`config.mk`:
```
export PLATFORM = sky130hd
export DESIGN_NAME = instr_fetch_unit
export DESIGN_NICKNAME = d
export VERILOG_FILES = /design/src/rtl/fetch_pkg.sv /design/src/rtl/instr_fetch_unit.sv
export SDC_FILE = /design/constraint.sdc
export NUM_CORES = 1
export LEC_CHECK = 0
export BUFFER_PORTS_ARGS = -buffer_cell sky130_fd_sc_hd__buf_4
export CORE_MARGIN = 3
export CORE_UTILIZATION = 48
export DETAILED_ROUTE_END_ITERATION = 7
export PLACE_DENSITY_LB_ADDON = 0.3
export SLEW_MARGIN = 20
export SYNTH_ARGS = -nofsm -noshare
export SYNTH_HDL_FRONTEND = slang
export SYNTH_SLANG_ARGS = --single-unit
```
`constraint.sdc`:
```
create_clock -name clk -period 2.2 [get_ports clk]
set_input_delay 0 -clock clk [delete_from_list [all_inputs] [get_ports clk]]
set_output_delay 0 -clock clk [all_outputs]
set_load 0.03 [all_outputs]
```
`src/rtl/fetch_pkg.sv`:
```
`default_nettype none
// ============================================================================
//  Module      : fetch_pkg
//  Description : Shared types and constants for the instruction fetch unit:
//                fetch FSM state encoding, default address/instruction widths
//                and the value held in the instruction register after reset.
//  Revision    : 1.0 - initial release
// ============================================================================
package fetch_pkg;

    localparam int ADDR_W_DEFAULT  = 32;
    localparam int INSTR_W_DEFAULT = 32;

    // Value held in the instruction register before any fetch completes.
    localparam logic [INSTR_W_DEFAULT-1:0] NOP_INSTR = '0;

    typedef enum logic [1:0] {
        IDLE = 2'd0,    // waiting for enable, nothing outstanding
        REQ  = 2'd1,    // request presented, waiting for handshake
        WAIT = 2'd2,    // request accepted, waiting for response
        HOLD = 2'd3     // instruction presented to decode
    } fetch_state_t;

endpackage : fetch_pkg
`default_nettype wire

```
`src/rtl/instr_fetch_unit.sv`:
```
`default_nettype none
// ============================================================================
//  Module      : instr_fetch_unit
//  Description : Non-pipelined instruction fetch. Samples the PC, issues one
//                instruction-memory read at a time (valid/ready request,
//                valid-only response), holds the word for decode and pulses
//                pc_advance when decode accepts it. A branch redirect squashes
//                the in-flight or held instruction and refetches from pc_in.
//  Ports       : clk, reset (sync, active-high)
//                enable, pc_in, redirect, pc_advance   - PC unit side
//                imem_req_valid/ready/addr             - memory request
//                imem_rsp_valid/data                   - memory response
//                instr_valid/ready, instr, instr_pc    - decode side
//  Revision    : 1.0 - initial release
// ============================================================================
module instr_fetch_unit
    import fetch_pkg::*;
#(
    parameter int ADDR_W  = ADDR_W_DEFAULT,
    parameter int INSTR_W = INSTR_W_DEFAULT
) (
    input  logic               clk,
    input  logic               reset,
    // PC unit
    input  logic               enable,
    input  logic [ADDR_W-1:0]  pc_in,
    input  logic               redirect,
    output logic               pc_advance,
    // instruction memory request
    output logic               imem_req_valid,
    input  logic               imem_req_ready,
    output logic [ADDR_W-1:0]  imem_req_addr,
    // instruction memory response
    input  logic               imem_rsp_valid,
    input  logic [INSTR_W-1:0] imem_rsp_data,
    // decode
    output logic               instr_valid,
    input  logic               instr_ready,
    output logic [INSTR_W-1:0] instr,
    output logic [ADDR_W-1:0]  instr_pc
);

    fetch_state_t       r_state;
    fetch_state_t       w_state_nxt;
    logic [ADDR_W-1:0]  r_req_addr;
    logic [ADDR_W-1:0]  w_req_addr_nxt;
    // Set when a redirect arrives after the current request was committed to;
    // the matching response is then stale and must be dropped.
    logic               r_discard;
    logic               w_discard_nxt;
    logic [INSTR_W-1:0] r_instr;
    logic [INSTR_W-1:0] w_instr_nxt;
    logic [ADDR_W-1:0]  r_instr_pc;
    logic [ADDR_W-1:0]  w_instr_pc_nxt;

    always_ff @(posedge clk) begin
        if (reset) begin
            r_state    <= IDLE;
            r_req_addr <= '0;
            r_discard  <= 1'b0;
            r_instr    <= INSTR_W'(NOP_INSTR);
            r_instr_pc <= '0;
        end else begin
            r_state    <= w_state_nxt;
            r_req_addr <= w_req_addr_nxt;
            r_discard  <= w_discard_nxt;
            r_instr    <= w_instr_nxt;
            r_instr_pc <= w_instr_pc_nxt;
        end
    end

    always_comb begin
        w_state_nxt    = r_state;
        w_req_addr_nxt = r_req_addr;
        w_discard_nxt  = r_discard;
        w_instr_nxt    = r_instr;
        w_instr_pc_nxt = r_instr_pc;
        imem_req_valid = 1'b0;
        instr_valid    = 1'b0;
        pc_advance     = 1'b0;

        case (r_state)
            IDLE: begin
                if (enable) begin
                    w_req_addr_nxt = pc_in;
                    w_state_nxt    = REQ;
                end
            end

            REQ: begin
                imem_req_valid = 1'b1;
                // The request address must not move mid-handshake, so a
                // redirect here lets the request finish and marks its
                // response for disposal instead.
                if (redirect) begin
                    w_discard_nxt = 1'b1;
                end
                if (imem_req_ready) begin
                    w_state_nxt = WAIT;
                end
            end

            WAIT: begin
                if (imem_rsp_valid) begin
                    if (r_discard || redirect) begin
                        // Stale response: refetch from the redirect target,
                        // which the PC unit is already presenting on pc_in.
                        w_discard_nxt  = 1'b0;
                        w_req_addr_nxt = pc_in;
                        w_state_nxt    = REQ;
                    end else begin
                        w_instr_nxt    = imem_rsp_data;
                        w_instr_pc_nxt = r_req_addr;
                        w_state_nxt    = HOLD;
                    end
                end else if (redirect) begin
                    w_discard_nxt = 1'b1;
                end
            end

            HOLD: begin
                instr_valid = 1'b1;
                // Redirect takes priority: the held instruction is on the
                // wrong path, so decode must not be told it was consumed.
                if (redirect) begin
                    w_req_addr_nxt = pc_in;
                    w_state_nxt    = REQ;
                end else if (instr_ready) begin
                    pc_advance  = 1'b1;
                    w_state_nxt = IDLE;
                end
            end

            default: begin
                w_state_nxt = IDLE;
            end
        endcase
    end

    assign imem_req_addr = r_req_addr;
    assign instr         = r_instr;
    assign instr_pc      = r_instr_pc;

endmodule : instr_fetch_unit
`default_nettype wire

```
# Word-level counts from Yosys, hierarchy flattened
# Cells that the tools add are included.
# W data, S select, Z words.
dict set report word_totals {
  ff_bits 99
  in_bits 71
  elab_cells 45
}
dict set report classes {
  n_eq_ne 10
  mux 21
  bitwise_logic 1
  n_reduce_logical 8
}
# operator n
set op_table {}
lappend op_table {{$mux W32} 4}
lappend op_table {{$pmux W32 S3} 1}
lappend op_table {{$mux W2} 6}
lappend op_table {{$ne A2 B2 Y1 const B} 5}
lappend op_table {{$mux W1} 8}
lappend op_table {{$pmux W2 S4} 1}
lappend op_table {{$ne A3 B3 Y1 const B} 2}
lappend op_table {{$reduce_and A5 Y1} 1}
lappend op_table {{$eq A2 B2 Y1 const B} 2}
lappend op_table {{$reduce_and A4 Y1} 1}
lappend op_table {{$reduce_and A3 Y1} 1}
lappend op_table {{$reduce_bool A3 Y1} 1}
lappend op_table {{$eq A2 B1 Y1 const B} 1}
lappend op_table {{$logic_not A2 Y1} 1}
lappend op_table {{$pmux W1 S2} 1}
lappend op_table {{$reduce_and A2 Y1} 1}
lappend op_table {{$reduce_bool A2 Y1} 1}
lappend op_table {{$logic_or A1 B1 Y1} 1}
lappend op_table {{$not A1 Y1} 1}

# Logic depth before layout (Yosys ltp)
# Gate-level depths: netlist of run 1.
dict set report depth {
  depth_word 4
  mapped_depth 6
}

# Worst setup path after synthesis of run 1
# No wires, ideal clock.
dict set report synth_path {
  path_type {flip-flop to flip-flop}
  startpoint {register r_state[0]}
  endpoint {register r_instr[11], in the netlist instr[11]}
  setup_time_ns 0.132
  t_arrival_ns 1.384
  setup_slack_ns 0.684
  stages_incl_launch_ff 7
  synth_period_minus_slack_ns 1.516
  cell_sequence {dfxtp_1 > buf_6 > or4b_1 > buf_6 > buf_6 > o21ai_1 > a21oi_1}
}
dict set report synth_between {
  elab_chain_len 2
}
# item line
set synth_lines {}
lappend synth_lines {{from (decl)} instr_fetch_unit.sv:43} ;# fetch_state_t r_state;
lappend synth_lines {{from (signal assigned)} instr_fetch_unit.sv:64} ;# r_state <= w_state_nxt;
lappend synth_lines {{$eq A2 B2 Y1} instr_fetch_unit.sv:82} ;# case (r_state)
lappend synth_lines {{$reduce_and A3 Y1 (no source line)} -}
lappend synth_lines {{to (signal assigned)} instr_fetch_unit.sv:61} ;# r_instr <= INSTR_W'(NOP_INSTR);
lappend synth_lines {{to (signal assigned)} instr_fetch_unit.sv:67} ;# r_instr <= w_instr_nxt;
lappend synth_lines {{to (decl)} instr_fetch_unit.sv:51} ;# logic [INSTR_W-1:0] r_instr;
# Every way passes these cells.
# A chain may end at the register's enable or synchronous reset.

# Worst setup path after layout of run 1
dict set report layout_path {
  startpoint {register r_state[1]}
  endpoint {register r_instr[23], in the netlist instr[23]}
}
# The elaborated chain is that of the path after synthesis.

==> metrics.md, run 1 <==
| Metric | Value |
|---|---|
| Die height | 98.2 um |
| Area Overhead vs Synth | 51.4% |
| Routed wire length | 12.4 mm |
| Syn Nets | 531 |
| CP Max Fanout | 42 |
| Synthesized cell area | 4080 sq um |
| Yosys top cell area share | 48.6% |
| Share of post-route cells with drive strength above 1 | 29.7% |
| Initial Utilization | 51.2% |
| CP endpoint kind | register |
| CTS root buffer | clkbuf_8 |
| RSZ-0062 raised after global routing | no |
| Primary FF master, synth | dfxtp_1 |
| Switching power | 0.00105 W |
| Synth top area cells | dfxtp_1 49%, nand2b_1 10%, a21oi_1 8.1% |
| Gpl congestion | 0.852 |
| Post-synth ARST share | 0% |
| Area of the multi-input gates | 1840 sq um |
| Num rows | 32 |
| Crit share post-route | 87.9% |
| CTS tree | done |
| Vias in the first global route | 4,023 |
| Register area share after synthesis | 48.6% |
| Worst slack at placement | 327 ps |
| CTS resizes | 0 |
| Worst hold margin | 79.2 ps |
| CP required | 2410 ps |
| Hold buffers post-CTS | 66 |
| Most frequent cells in the layout | 178 x buf_4, 99 x dfxtp_1, 66 x a21oi_1, 66 x dlygate4sd3_1 |
| Placed cell count | 694 |
| Switching Fraction | 28.4% |
| Worst setup SP type | register |
| HPWL Detailed | 7.44 mm |
| Setup violators final | 0 |
| Remaining DRCs | 0 |
| Max Cap Viol | 0 |
| Max VDD drop | 0.443 mV |
| Met3 wire len | 1.15 mm |
| Pint | 0.00264 W |
| Routed wire per std cell | 16.0 um |
| Clock power share | 29.0% |
| Pin count of the biggest net entering global routing | 59 |
| Setup TNS | 0 ps |
| Sequential share of power | 51.9% |
| Commonest non-fill, non-tap cell in the layout | buf_4 |
| Clock transition at the registers of the reported paths | 100 ps |
| Fill count | 518 |
| Post-synth cell types | 26 |
| H-tree depth | 3 |
| Cells after Synth | 460 |
| Synth Register Bits | 99 |
| Pwr Density | 596 nW/um^2 |
| Via count | 4,151 |
| Hold Fails Final Rpt | 0 |
| Post-CTS setup buffers | 0 |
| Status | completed |
| First-pass GRT wire length | 19.8 mm |
| Hold Crit Class | in2reg |
| Antenna violations before repair | 0 |
| Yosys warns | 0 |
| Clk Latency, worst-skew pair | 350 ps |
| Final worst setup slack | 267 ps |
| Area leader, netlist | dfxtp_1 |
| Type of the worst setup path | reg2reg |
| Global route overflow | 0 |
| Top Layer Used | met4 |
| Final Skew | 11.2 ps |
| Worst-margin pin slew | 555 ps |
| Port Buffers | 169 |
| CTS buffer count | 9 |
| Util after Layout | 77.5% |
| Final min period | 1930 ps |
| Rel. slew slack | 63.0% |
| Clock Path Buffers | 2 |
| Avg Cell Area, Syn | 8.87 sq um |
| Arrival time at the worst endpoint | 2140 ps |
| Via-to-Cell Ratio | 5.35 |
| Number of flops mapped to enable cells by yosys | 0 |
| Non-filler cells in the finished layout | 776 |
| Antenna cell count | 0 |
| Die area | 9640 sq um |
| # IOs | 170 |
| Die Wd | 98.2 um |
| Initial DRC Count | 258 |
| Clock sinks | 99 |
| # nets final | 740 |
| Combinational share of power | 19.1% |
| WL met2 | 6.03 mm |
| GRT Overall Usage | 24.9% |
| Core area | 7970 sq um |
| Antenna Nets Post-Route | 0 |
| Pre-antenna DRT Iters | 5 |
| Max Fclk | 517 MHz |
| Metal1 wirelength | 5.02 mm |
| Register area | 1980 sq um |
| Final Max Slew Viols | 0 |
| Leakage | 2.62 nW |
metrics by stage:
step | power [W] | cell area [sq um]
CTS | 0.00369 | 6180
floorplan | 0.00230 | 4080
global route | 0.00382 | 6180
finish | 0.00368 | 6180
global placement | 0.00254 | 5340
detailed placement | 0.00255 | 5340
power by group through the flow:
stage	Combinational [W]	Sequential (W)	Clock [W]
finish	0.000705	0.00191	0.00107
global route	0.000748	0.00192	0.00116
CTS	0.000695	0.00191	0.00109
detailed placement	0.000601	0.00195	0
global placement	0.000591	0.00195	0
floorplan	0.000247	0.00205	0
logic make-up (layout without fill, tap and decap cells):
logic type,Yosys count,after routing,synth area share [%]
AO/OA/AOI/OAI,138,138,17.4
buffers and inverters,51,265,6.53
flip-flops,99,99,48.6
multiplexers,32,32,7.85
AND/OR/NAND/NOR,140,140,19.6
cells in the mapped netlist, types with 7 or more instances:
cell type / n
o21ai_1: 59
o21ai_0: 7
buf_2: 12
mux2i_1: 32
nand3_1: 65
clkbuf_1: 28
dfxtp_1: 99
a21oi_1: 66
buf_6: 8
nand2b_1: 65
routing by layer:
metal  global-route usage, %  vias up
li1                        -     2023
met1                    31.1     1911
met2                    41.9      198
met3                    7.14       19
met4                    7.77        0
met5                       0        -
flip-flops by register name, summed over array words and instances (netlist names):
register / flops
imem_req_addr: 32
instr: 32
r_state: 2
r_discard: 1
instr_pc: 32
worst paths after layout:
kind                startpoint      endpoint  slack [ps]  depth (start not counted)
max                 r_state[1]     instr[23]         270                          4
min                instr_ready    r_state[1]          80                          4
max reg2reg         r_state[1]     instr[23]         270                          4
min reg2reg  imem_req_addr[30]  instr_pc[30]         480                          2
worst max-delay path, cell delays in order (launching register included):
cell	delay [ps]
dfxtp_1	540
or4b_2	640
buf_4	300
o21ai_1	200
a21oi_1	100
area by class of cell:
type                            count  share of cell area (%)
Clock buffer                       11                    2.29
Multi-Input combinational cell    310                    29.8
Tap cell                          102                    2.07
Clock inverter                      5                   0.628
Timing Repair Buffer              246                    33.0
Inverter                            3                   0.182
Sequential cell                    99                    32.1
Power figures use the tool's default switching activity.
==> inputs of run 2 (changes only) <==
--- a/config.mk
+++ b/config.mk
@@ -6,7 +6,7 @@
 export NUM_CORES = 1
 export LEC_CHECK = 0
 export BUFFER_PORTS_ARGS = -buffer_cell sky130_fd_sc_hd__buf_4
-export CORE_MARGIN = 3
+export CORE_MARGIN = 2
 export CORE_UTILIZATION = 48
 export DETAILED_ROUTE_END_ITERATION = 7
 export PLACE_DENSITY_LB_ADDON = 0.3
==> metrics.md, run 2 (synthesized netlist as in run 1, its figures left out) <==
| Metric | Value |
|---|---|
| Delay-heaviest family, CP | simple AND/OR/NAND/NOR gates |
| Antenna Nets Post-Route | 0 (unchanged) |
| Num rows | 33 (+3.1%) |
| Worst slack at placement | 333 ps (+6.33 ps) |
| GRT Overall Usage | 26.4% (+1.5 points) |
| Clock sinks | 99 (unchanged) |
| Commonest non-fill, non-tap cell in the layout | buf_4 |
| Clk Latency, worst-skew pair | 350 ps (about the same) |
| Max Fclk | 525 MHz (+1.6%) |
| Area Overhead vs Synth | 51.6% |
| Placed cell count | 697 (+0.43%) |
| CTS buffer count | 9 (unchanged) |
| Routed wire length | 12.3 mm (-0.63%) |
| Pin count of the biggest net entering global routing | 68 (+15%) |
| Port Buffers | 169 (unchanged) |
| Hold Fails Final Rpt | 0 (unchanged) |
| Gpl congestion | 0.749 (-12%) |
| Buffer and inverter count on the worst path | 1 (unchanged) |
| Share of post-route cells with drive strength above 1 | 29.4% (-0.30 points) |
| Non-filler cells in the finished layout | 779 (+0.39%) |
| Setup TNS | 0 ps (unchanged) |
| Max Cap Viol | 0 (unchanged) |
| Die Wd | 96.2 um (-2.0%) |
| H-tree depth | 3 (unchanged) |
| CP endpoint kind | register |
| Final Skew | 13.3 ps (+2.11 ps) |
| Die height | 96.2 um (-2.0%) |
| First-pass GRT wire length | 19.1 mm (-3.9%) |
| Max VDD drop | 0.403 mV (-9.0%) |
| Setup violators final | 0 (unchanged) |
| CTS tree | done |
| Final min period | 1900 ps (-30.3 ps) |
| Rel. slew slack | 68.8% (+5.7 points) |
| Antenna cell count | 0 (unchanged) |
| Arrival time at the worst endpoint | 2140 ps (about the same) |
| Clock transition at the registers of the reported paths | 100 ps (about the same) |
| Status | completed |
| Crit share post-route | 86.5% (-1.4 points) |
| RSZ-0062 raised after global routing | no |
| CP Max Fanout | 44 (+4.8%) |
| Remaining DRCs | 0 (unchanged) |
| Routed wire per std cell | 15.9 um (-1.0%) |
| # nets final | 740 (unchanged) |
| Leakage | 2.63 nW (+0.51%) |
| CTS root buffer | clkbuf_8 |
| Vias in the first global route | 4,085 (+1.5%) |
| Die area | 9250 sq um (-4.0%) |
| HPWL Detailed | 7.33 mm (-1.5%) |
| Via-to-Cell Ratio | 5.34 (-0.24%) |
| Final worst setup slack | 297 ps (+30.3 ps) |
| Initial Utilization | 49.7% (-1.6 points) |
| CP required | 2440 ps (+30 ps) |
| Fill count | 574 (+11%) |
| Final Max Slew Viols | 0 (unchanged) |
| Via count | 4,157 (+0.14%) |
| CP max-delay cell | or4b_2 |
| Pwr Density | 605 nW/um^2 (+1.4%) |
| Worst hold margin | 26.7 ps (-52.5 ps) |
| # IOs | 170 (unchanged) |
| Core area | 8220 sq um (+3.1%) |
| CP cell instances | or4b_2 -> buf_4 -> o21ai_1 -> a21oi_1 |
| Global route overflow | 0 (unchanged) |
| Worst setup SP type | register |
| Clock Path Buffers | 2 (unchanged) |
| Post-CTS setup buffers | 0 (unchanged) |
| Hold Crit Class | in2reg |
| Critical Path Max Stage Delay | 640 ps (about the same) |
| Type of the worst setup path | reg2reg |
| Worst-margin pin slew | 469 ps (-86.1 ps) |
| Initial DRC Count | 176 (-32%) |
| Most frequent cells in the layout | 178 x buf_4, 99 x dfxtp_1, 66 x a21oi_1, 66 x dlygate4sd3_1 |
| Antenna violations before repair | 0 (unchanged) |
| Pre-antenna DRT Iters | 4 (-1) |
run 2: cell types whose count changed in the layout (fill, tap and decap cells not counted), sizes merged:
cell	previous run	this run
clkinvlp	4	1
bufinv	0	1
clkinv	1	2
clkbuf	11	12
run 2: worst register-to-register path, cell delays in order, from the launching register on:
cell	delay, ps
dfxtp_1	540
or4b_2	640
buf_4	300
o21ai_1	220
a21oi_1	100
run 2: layout make-up:
class | instances | area, sq um | area share [%]
timing repair buffer | 246 | 2040 | 32.9
inverter | 3 | 11.3 | 0.182
multi-input combinational | 310 | 1840 | 29.7
clock buffer | 12 | 135 | 2.18
tap | 105 | 131 | 2.12
clock inverter | 4 | 51.3 | 0.829
sequential | 99 | 1980 | 32.0
run 2: timing repair:
| item | in CTS | in global routing |
|---|---|---|
| resized for setup | 0 | 0 |
| hold buffers | 66 | 0 |
| endpoints found under the hold margin | 70 | 0 |
run 2: per-layer routing:
layer | routed length [um] | up-vias | GRT usage (%)
met5 | 0 | - | 0
met1 | 4840 | 1934 | 29.6
li1 | - | 2022 | -
met4 | 344 | 0 | 10.7
met2 | 6250 | 169 | 47.2
met3 | 914 | 32 | 7.05
run 2: metrics by stage:
step / power (W) / area (sq um) / util, %
floorplan: 0.00230 / 4080 / -
global placement: 0.00254 / 5340 / 65.0
detailed placement: 0.00255 / 5340 / 65.0
CTS: 0.00375 / 6190 / 75.3
global route: 0.00388 / 6190 / 75.3
finish: 0.00374 / 6190 / 75.3
run 2: where the power goes:
group	switching [W]	leakage, nW	total (W)	internal, W
clock	0.000601	0.0906	0.00113	0.000529
combinational	0.000361	1.73	0.000700	0.000338
sequential	0.0000572	0.803	0.00191	0.00185
total	0.00102	2.63	0.00374	0.00272
run 2: worst paths after layout:
| path | start | end | slack [ps] | cells past startpoint |
|---|---|---|---|---|
| max | r_state[1] | instr[11] | 300 | 4 |
| min | redirect | r_discard | 30 | 3 |
| max reg2reg | r_state[1] | instr[11] | 300 | 4 |
| min reg2reg | instr_pc[31] | instr_pc[31] | 480 | 2 |
